[config.mk]
export PLATFORM = sky130hd
export DESIGN_NAME = fir_mac_sequencer
export DESIGN_NICKNAME = d
export VERILOG_FILES = /design/src/rtl/fir_pkg.sv /design/src/rtl/fir_tag_pipe.sv /design/src/rtl/fir_mac_sequencer.sv
export SDC_FILE = /design/constraint.sdc
export NUM_CORES = 1
export LEC_CHECK = 0
export BUFFER_PORTS_ARGS = -buffer_cell sky130_fd_sc_hd__buf_2
export CAP_MARGIN = 20
export CORE_UTILIZATION = 51
export CTS_BUF_LIST = sky130_fd_sc_hd__clkbuf_16
export DETAILED_ROUTE_END_ITERATION = 12
export GPL_ROUTABILITY_DRIVEN = 1
export PLACE_DENSITY_LB_ADDON = 0.05
export SLEW_MARGIN = 20
export SYNTH_ARGS = -nofsm -noshare
export SYNTH_HDL_FRONTEND = slang
export SYNTH_SLANG_ARGS = --single-unit
[constraint.sdc]
create_clock -name clk -period 2.2 [get_ports clk]
set_input_delay 0.22 -clock clk [delete_from_list [all_inputs] [get_ports clk]]
set_output_delay 0.22 -clock clk [all_outputs]
set_load 0.01 [all_outputs]
[src/rtl/fir_pkg.sv]
// Shared types and derived constants for the FIR MAC sequencer.
package fir_pkg;
  localparam int unsigned H_ADDR_WIDTH = 4;
  localparam int unsigned X_ADDR_WIDTH = 6;
  localparam int unsigned DATA_WIDTH   = 32;
  localparam int unsigned MEM_LAT      = 1;
  localparam int unsigned DSP_LAT      = 4;
  localparam int unsigned L            = 1 << H_ADDR_WIDTH;
  localparam int unsigned X_DEPTH      = 1 << X_ADDR_WIDTH;
  localparam int unsigned NUM_OUT      = X_DEPTH - L + 1;
  localparam int unsigned PIPE_DEPTH   = MEM_LAT + DSP_LAT;

  typedef enum logic [1:0] {IDLE, ISSUE, DRAIN, DONE} state_t;

  typedef struct packed {
    logic valid;
    logic first;
    logic last;
  } tag_t;
endpackage

[src/rtl/fir_tag_pipe.sv]
// Shift register of per-tap tags; stage i holds the tag i cycles after its memory read.
module fir_tag_pipe
  import fir_pkg::*;
#(
  parameter int unsigned DEPTH   = PIPE_DEPTH + 1,
  parameter int unsigned CE_TAP  = MEM_LAT - 1,
  parameter int unsigned PRE_TAP = PIPE_DEPTH - 1
) (
  input  logic clk,
  input  logic flush,
  input  tag_t tag_in,
  output tag_t ce_tap,
  output tag_t pre_tap,
  output tag_t out_tap
);
  tag_t stages [DEPTH];

  always_ff @(posedge clk) begin
    if (flush) begin
      for (int i = 0; i < int'(DEPTH); i++) stages[i] <= '0;
    end else begin
      stages[0] <= tag_in;
      for (int i = 1; i < int'(DEPTH); i++) stages[i] <= stages[i-1];
    end
  end

  assign ce_tap  = stages[CE_TAP];
  assign pre_tap = stages[PRE_TAP];
  assign out_tap = stages[DEPTH-1];
endmodule

[src/rtl/fir_mac_sequencer.sv]
// Run-time controller for the single-DSP FIR: issues H/X addresses, steers the
// accumulator, captures finished outputs and accumulates sticky exception flags.
module fir_mac_sequencer
  import fir_pkg::*;
(
  input  logic                    clk,
  input  logic                    rst_i,
  input  logic                    start_i,
  input  logic                    abort_i,
  output logic                    busy_o,
  output logic                    done_o,
  output logic                    rd_en_o,
  output logic [H_ADDR_WIDTH-1:0] h_addr_o,
  output logic [X_ADDR_WIDTH-1:0] x_addr_o,
  output logic                    dsp_ce_o,
  output logic                    fpopmode_bit_o,
  input  logic [DATA_WIDTH-1:0]   y_i,
  input  logic                    invalid_i,
  input  logic                    overflow_i,
  input  logic                    underflow_i,
  output logic                    y_we_o,
  output logic [X_ADDR_WIDTH-1:0] y_addr_o,
  output logic [DATA_WIDTH-1:0]   y_data_o,
  output logic [2:0]              err_o
);
  state_t                  state;
  logic [H_ADDR_WIDTH-1:0] k;
  logic [X_ADDR_WIDTH-1:0] n;
  logic [X_ADDR_WIDTH-1:0] wr_n;
  tag_t                    tag_in, ce_tap, pre_tap, out_tap;

  always_comb begin
    tag_in       = '0;
    tag_in.valid = (state == ISSUE);
    tag_in.first = (state == ISSUE) && (k == '0);
    tag_in.last  = (state == ISSUE) && (k == H_ADDR_WIDTH'(L - 1));
  end

  fir_tag_pipe u_tag_pipe (
    .clk     (clk),
    .flush   (rst_i | abort_i),
    .tag_in  (tag_in),
    .ce_tap  (ce_tap),
    .pre_tap (pre_tap),
    .out_tap (out_tap)
  );

  // Non-final outputs restart one cycle early so the next tap 0 lands right
  // behind the retiring last tap, giving an exact L+MEM_LAT+DSP_LAT period.
  always_ff @(posedge clk) begin
    if (rst_i) begin
      state          <= IDLE;
      k              <= '0;
      n              <= '0;
      wr_n           <= '0;
      busy_o         <= 1'b0;
      done_o         <= 1'b0;
      rd_en_o        <= 1'b0;
      h_addr_o       <= '0;
      x_addr_o       <= '0;
      dsp_ce_o       <= 1'b0;
      fpopmode_bit_o <= 1'b0;
      y_we_o         <= 1'b0;
      y_addr_o       <= '0;
      y_data_o       <= '0;
      err_o          <= '0;
    end else if (abort_i) begin
      state          <= IDLE;
      busy_o         <= 1'b0;
      done_o         <= 1'b0;
      rd_en_o        <= 1'b0;
      dsp_ce_o       <= 1'b0;
      fpopmode_bit_o <= 1'b0;
      y_we_o         <= 1'b0;
    end else begin
      done_o         <= 1'b0;
      rd_en_o        <= 1'b0;
      y_we_o         <= 1'b0;
      dsp_ce_o       <= ce_tap.valid;
      fpopmode_bit_o <= ce_tap.valid & ~ce_tap.first;
      if (out_tap.valid) err_o <= err_o | {invalid_i, overflow_i, underflow_i};
      if (out_tap.valid && out_tap.last) begin
        y_we_o   <= 1'b1;
        y_addr_o <= wr_n;
        y_data_o <= y_i;
        wr_n     <= wr_n + 1'b1;
      end
      case (state)
        IDLE: begin
          if (start_i) begin
            state  <= ISSUE;
            n      <= '0;
            k      <= '0;
            wr_n   <= '0;
            err_o  <= '0;
            busy_o <= 1'b1;
          end
        end
        ISSUE: begin
          rd_en_o  <= 1'b1;
          h_addr_o <= k;
          x_addr_o <= n + X_ADDR_WIDTH'(k);
          k        <= k + 1'b1;
          if (k == H_ADDR_WIDTH'(L - 1)) state <= DRAIN;
        end
        DRAIN: begin
          if (n == X_ADDR_WIDTH'(NUM_OUT - 1)) begin
            if (out_tap.valid && out_tap.last) state <= DONE;
          end else if (pre_tap.valid && pre_tap.last) begin
            n     <= n + 1'b1;
            k     <= '0;
            state <= ISSUE;
          end
        end
        DONE: begin
          done_o <= 1'b1;
          busy_o <= 1'b0;
          state  <= IDLE;
        end
        default: state <= IDLE;
      endcase
    end
  end
endmodule

======== Word-level counts from Yosys, hierarchy flattened ========
Memories as Yosys holds them, arrays and structs flattened.
Index checks and enable logic that the tools add are counted.
word-level totals
  register bits after elaboration ......... 75
  latch bits .............................. 0
  bits in writable memories ............... 18
  memory bits (read-only) ................. 0
  bits of input ports ..................... 39
  output and inout bits ................... 57
  word-level logic and storage cells ...... 92
  memories kept ........................... 1
memories
  name               words  bits a word  rd ports  clocked after Yosys merged registers in  wr ports  line                RTL
  u_tag_pipe.stages  6      3            6         0                                        6         fir_tag_pipe.sv:16  tag_t stages [DEPTH];
cells by class
  $add $sub $neg .......................... 4
  multiply operators ...................... 0
  divide/modulo/power cells ............... 0
  $lt $le $gt $ge ......................... 0
  eq/ne operators ......................... 11
  shift operators ......................... 0
  multiplexer cells ....................... 34
  bitwise operators ....................... 11
  reductions and logical operators ........ 16
operators with widths
  operator                                       number
  two-way mux 6 bit                              6
  two-way mux 3 bit                              9
  adder 6 x 1 -> 6 bit (second input constant)   2
  two-way mux 4 bit                              3
  case mux 4 bit (3 select lines)                1
  case mux 6 bit (2 select lines)                1
  two-way mux 2 bit                              5
  AND reduction 5 bit                            2
  inequality test 2 bit (second input constant)  4
  case mux 2 bit (4 select lines)                1
  two-way mux 1 bit                              7
  OR 1 bit                                       7
  adder 6 x 4 -> 6 bit                           1
  == test 6 bit (second input constant)          1
  inequality test 3 bit (second input constant)  2
  AND reduction 2 bit                            3
  adder 4 x 1 -> 4 bit (second input constant)   1
  == test 2 bit (second input constant)          2
  == test 4 bit (second input constant)          1
  logical AND 1 bit                              4
  logical NOT 4 bit                              1
  AND reduction 4 bit                            1
  nonzero test 2 bit                             2
  OR 3 bit                                       1
  other kinds (7)                                8

======== Logic depth before layout (Yosys ltp) ========
  depth after elaboration ................. 4
  gate-level depth with buffers ........... 7

======== Cells and area by module ========
Synthesis repeated with hierarchy kept, for this count alone.
unflattened totals
  cell total of the unflattened synthesis .. 422
  area, all modules ....................... 3,627.2 µm²
by module, submodules not included
  module             times used  cells each  area an instance (µm²)
  fir_mac_sequencer  1           376         3,070.4
  fir_tag_pipe       1           46          556.8

======== Least setup slack after synthesis ========
OpenSTA, ideal clock, no wires.
  path type ............................... register to register
  start point ............................. reg k[2]
  end point ............................... reg x_addr_o[5]
  data arrival time ....................... 1.564 ns
  data required time ...................... 2.114 ns
  slack ................................... 0.550 ns
  stages on the path, launching flop included .. 6
  clock period less this slack ............ 1.650 ns
  cell sequence ........................... dfxtp_1 ha_1 and3_2 a221o_2 xnor2_1 a211oi_1
between the ends
  cells in the longest elaborated chain, start to end .. 1
ends and longest elaborated chain
  element                 line                      RTL
  start, declared         fir_mac_sequencer.sv:27   logic [H_ADDR_WIDTH-1:0] k;
  start signal, assigned  fir_mac_sequencer.sv:103  k <= k + 1'b1;
  adder 6 x 4 -> 6 bit    fir_mac_sequencer.sv:102  x_addr_o <= n + X_ADDR_WIDTH'(k);
  end signal, assigned    fir_mac_sequencer.sv:102
  end, declared           fir_mac_sequencer.sv:14   output logic [X_ADDR_WIDTH-1:0] x_addr_o,
Every way passes these cells.
A chain may end at the register's enable or synchronous reset.

======== Final worst setup path ========
Same ends and word-level chain as after synthesis.

==> impl_metrics.toml <==
[flow_run]
maxCapViolations = 0

[worst_hold_path]
hp-class = "input port to flop"
min_path_cells = 3
min_from = "y_i[29]"

[global_routing]
grt_pass1_vias = 2722
grt-ovfl-total = 0
grt_pass1_wl_microns = 12140
track_usage = 0.2138
antenna_found_initial = 0
top_usage_layer = "met2"
gr-usage-met2 = 0.3585
use_met1 = 0.2731
gr-usage-met3 = 0.04154
grt_max_degree = 41

[synth]
synth_area_sq_um = 3397
yosysWarnings = 0
synth_top_cell_by_area = "dfxtp_1"
synthFlopType = "dfxtp_1"
netlist_instances = 396
async_flop_share = 0
syn_area_per_cell_sq_um = 8.578
synth_enable_flop_cells = 0
synth.distinct_cells = 48
yosysSeqAreaShare = 0.5068
synth_nets = 445
synth.top_cell.area_share = 0.5068
ys_seq_elements = 86
synthTopCellsByArea = "dfxtp_1 (51%), nand2_1 (11%), a21oi_1 (8.0%)"

[place]
place.gp.congestion = 0.8983
hpwl_microns = 4944
portBuffers = 95
dp_cells = 552

[cts]
clock_path_buffers = 2
post_cts_resized = 0
ctsHoldBuffers = 0
htree_num_levels = 3
cts_buffers = 9
cts.sink_count = 86
clk_pin_slew_ns = 0.06
post_cts_buffers = 0
cts_tree = "yes"
clock_latency_ns = 0.33
cts-root-buf = "clkbuf_16"

[floorplanning]
die_h_microns = 83.62
dieArea_sq_um = 6991
initial_core_util = 0.5319
core_sq_um = 6386
ios = 96
die_w_microns = 83.62
fp-row-count = 29

[timing]
rsz0062_at_grt = "false"
setup_viol = 0
timing.fmax_mhz = 560.2
skew_ns = 0.006714
relSlewSlack = 0.6078
hold_viol = 0
layout_min_cycle_time_ns = 1.785
tns_ns = 0
finalCritPeriodShare = 0.8114
maxSlewViolCount = 0
worst_slew_pin_slew_ns = 0.5801

[worst_setup_path]
cp_max_fo = 8
worstReg2RegStart = "k[2]"
critical_path.max_stage_delay_ns = 0.47
cp_cell_sequence = "ha_1, and3_2, a221o_2, xnor2_1, a211oi_1"
r2r_slack_ns = 0.41
r2r_cells = 5
worst_path_max_delay_cell = "dfxtp_1"
crit_arrival_ns = 2.03
required_ns = 2.45
criticalPathCategory = "flop to flop"
critPathLaunch = "k[2]"
start_kind = "flop"
crit_path_end_kind = "flop"

[layout]
postLayoutCoreUtil = 0.6648
diodes = 0
layout.nets = 535
area_delta_synth_final_pct = 24.97
final_cells = 568
final_layout_size_suffix_gt1_frac = 0.2668

[detailed_routing]
drc_errors = 0
viasPerCell = 5.183
routed_wl_microns = 7167
route.detailed.wl_per_inst_microns = 12.62
vias = 2944
postRouteAntennaNets = 0
first_pass_iters = 4
drt_iter0_markers = 122

[run_status]
outcome = "complete, no violations"

[power_and_ir_drop]
irDropWorstVdd_mv = 0.5785
p_leak_nw = 1.801
power_density_nw_per_um2 = 807.0
[power by group]
part	internal [W]	switching, W
logic	0.0000506	0.0000667
registers	0.00156	0.00000680
clock network	0.00111	0.000624
total	0.00273	0.000697
[registers in the layout (all words and copies together) (netlist names)]
| signal | flops |
|---|---|
| busy_o | 1 |
| done_o | 1 |
| err_o | 3 |
| fpopmode_bit_o | 1 |
| h_addr_o | 4 |
| k | 4 |
| n | 6 |
| state | 2 |
| u_tag_pipe.stages | 13 |
| wr_n | 6 |
| x_addr_o | 6 |
| y_addr_o | 6 |
| y_data_o | 32 |
| y_we_o | 1 |
[path summary, 6_finish.rpt]
check,endpoint
max reg2reg,x_addr_o[5]
max,x_addr_o[5]
min,y_data_o[29]
min reg2reg,fpopmode_bit_o
[synthesized netlist by cell type (4+ instances only)]
cell and n:
nand3_1 6, and2_1 10, clkbuf_1 14, buf_2 5, a21oi_1 54, nor2_1 25
nor2b_1 4, xor2_1 4, nand2_1 101, buf_6 4, dfxtp_1 86, or3_1 4
inv_1 8, ha_1 9, nand2b_1 4, nor3_1 7
[cell usage in the layout, fill, tap and decap left out, types with 2 or more instances in the layout]
cell / Yosys / routed
nand2_1: 101 / 101
buf_2: 5 / 95
dfxtp_1: 86 / 86
a21oi_1: 54 / 54
nor2_1: 25 / 25
and2_1: 10 / 10
ha_1: 9 / 9
clkbuf_16: 0 / 9
inv_1: 8 / 8
nor3_1: 7 / 7
buf_4: 0 / 7
nand3_1: 6 / 6
nor2b_1: 4 / 4
nand2b_1: 4 / 4
or3_1: 4 / 4
xor2_1: 4 / 4
nand3b_1: 3 / 3
or4_1: 3 / 3
a211oi_1: 3 / 3
o32ai_1: 3 / 3
nand4_1: 3 / 3
mux2i_1: 3 / 3
bufinv_16: 0 / 3
or2_2: 2 / 2
or3b_4: 2 / 2
o31ai_1: 2 / 2
o21ai_0: 2 / 2
and3_1: 2 / 2
xnor2_1: 2 / 2
and3_2: 2 / 2
clkinvlp_4: 0 / 2
[metrics by stage]
step	hold WS, ns	setup WS [ns]	power, W	area [sq um]
5_1_grt	0.1176	0.2712	0.003526	4245
3_3_place_gp	0.3715	0.5018	0.001722	3899
2_1_floorplan	0.3560	0.5505	0.001672	3397
4_1_cts	0.1145	0.4189	0.003449	4245
3_5_place_dp	0.3758	0.4078	0.001722	3899
6_report	0.1187	0.4149	0.003426	4245
[worst max-delay path, delay by kind of cell (launching register included)]
| kind | cells | cell delay (ns) |
|---|---|---|
| AO/OA/AOI/OAI | 2 | 0.58 |
| adder cells (fa/ha/maj) | 1 | 0.31 |
| AND/OR/NAND/NOR | 1 | 0.22 |
| XOR/XNOR | 1 | 0.12 |
| flip-flops | 1 | 0.47 |
[area by class of cell]
class                   count  area (sq um)
multi-input cells         279          1523
well taps                  77         96.34
fillers                   545          2141
clock inverters             7         121.4
clock buffers               9         225.2
inverters                   8         30.03
flip-flops and latches     86          1722
repair buffers            102         528.0
[per-layer routing]
layer	vias to the layer above	routed length, microns	part of all wire
li1	1509	-	-
met1	1346	3356	0.47
met2	78	3388	0.47
met3	11	313	0.044
met4	0	108	0.015
met5	-	0	0
[kinds of logic (layout without fill, tap and decap cells)]
| family | Yosys count | count (layout) | share of synthesized area |
|---|---|---|---|
| compound gates | 77 | 77 | 0.1370 |
| buf+inv | 31 | 126 | 0.04493 |
| mux | 3 | 3 | 0.008840 |
| simple gates | 183 | 183 | 0.2479 |
| xor+xnor | 6 | 6 | 0.01547 |
| flops | 86 | 86 | 0.5068 |
| fa+ha+maj | 10 | 10 | 0.03904 |
(Power assumes the default switching activity.)
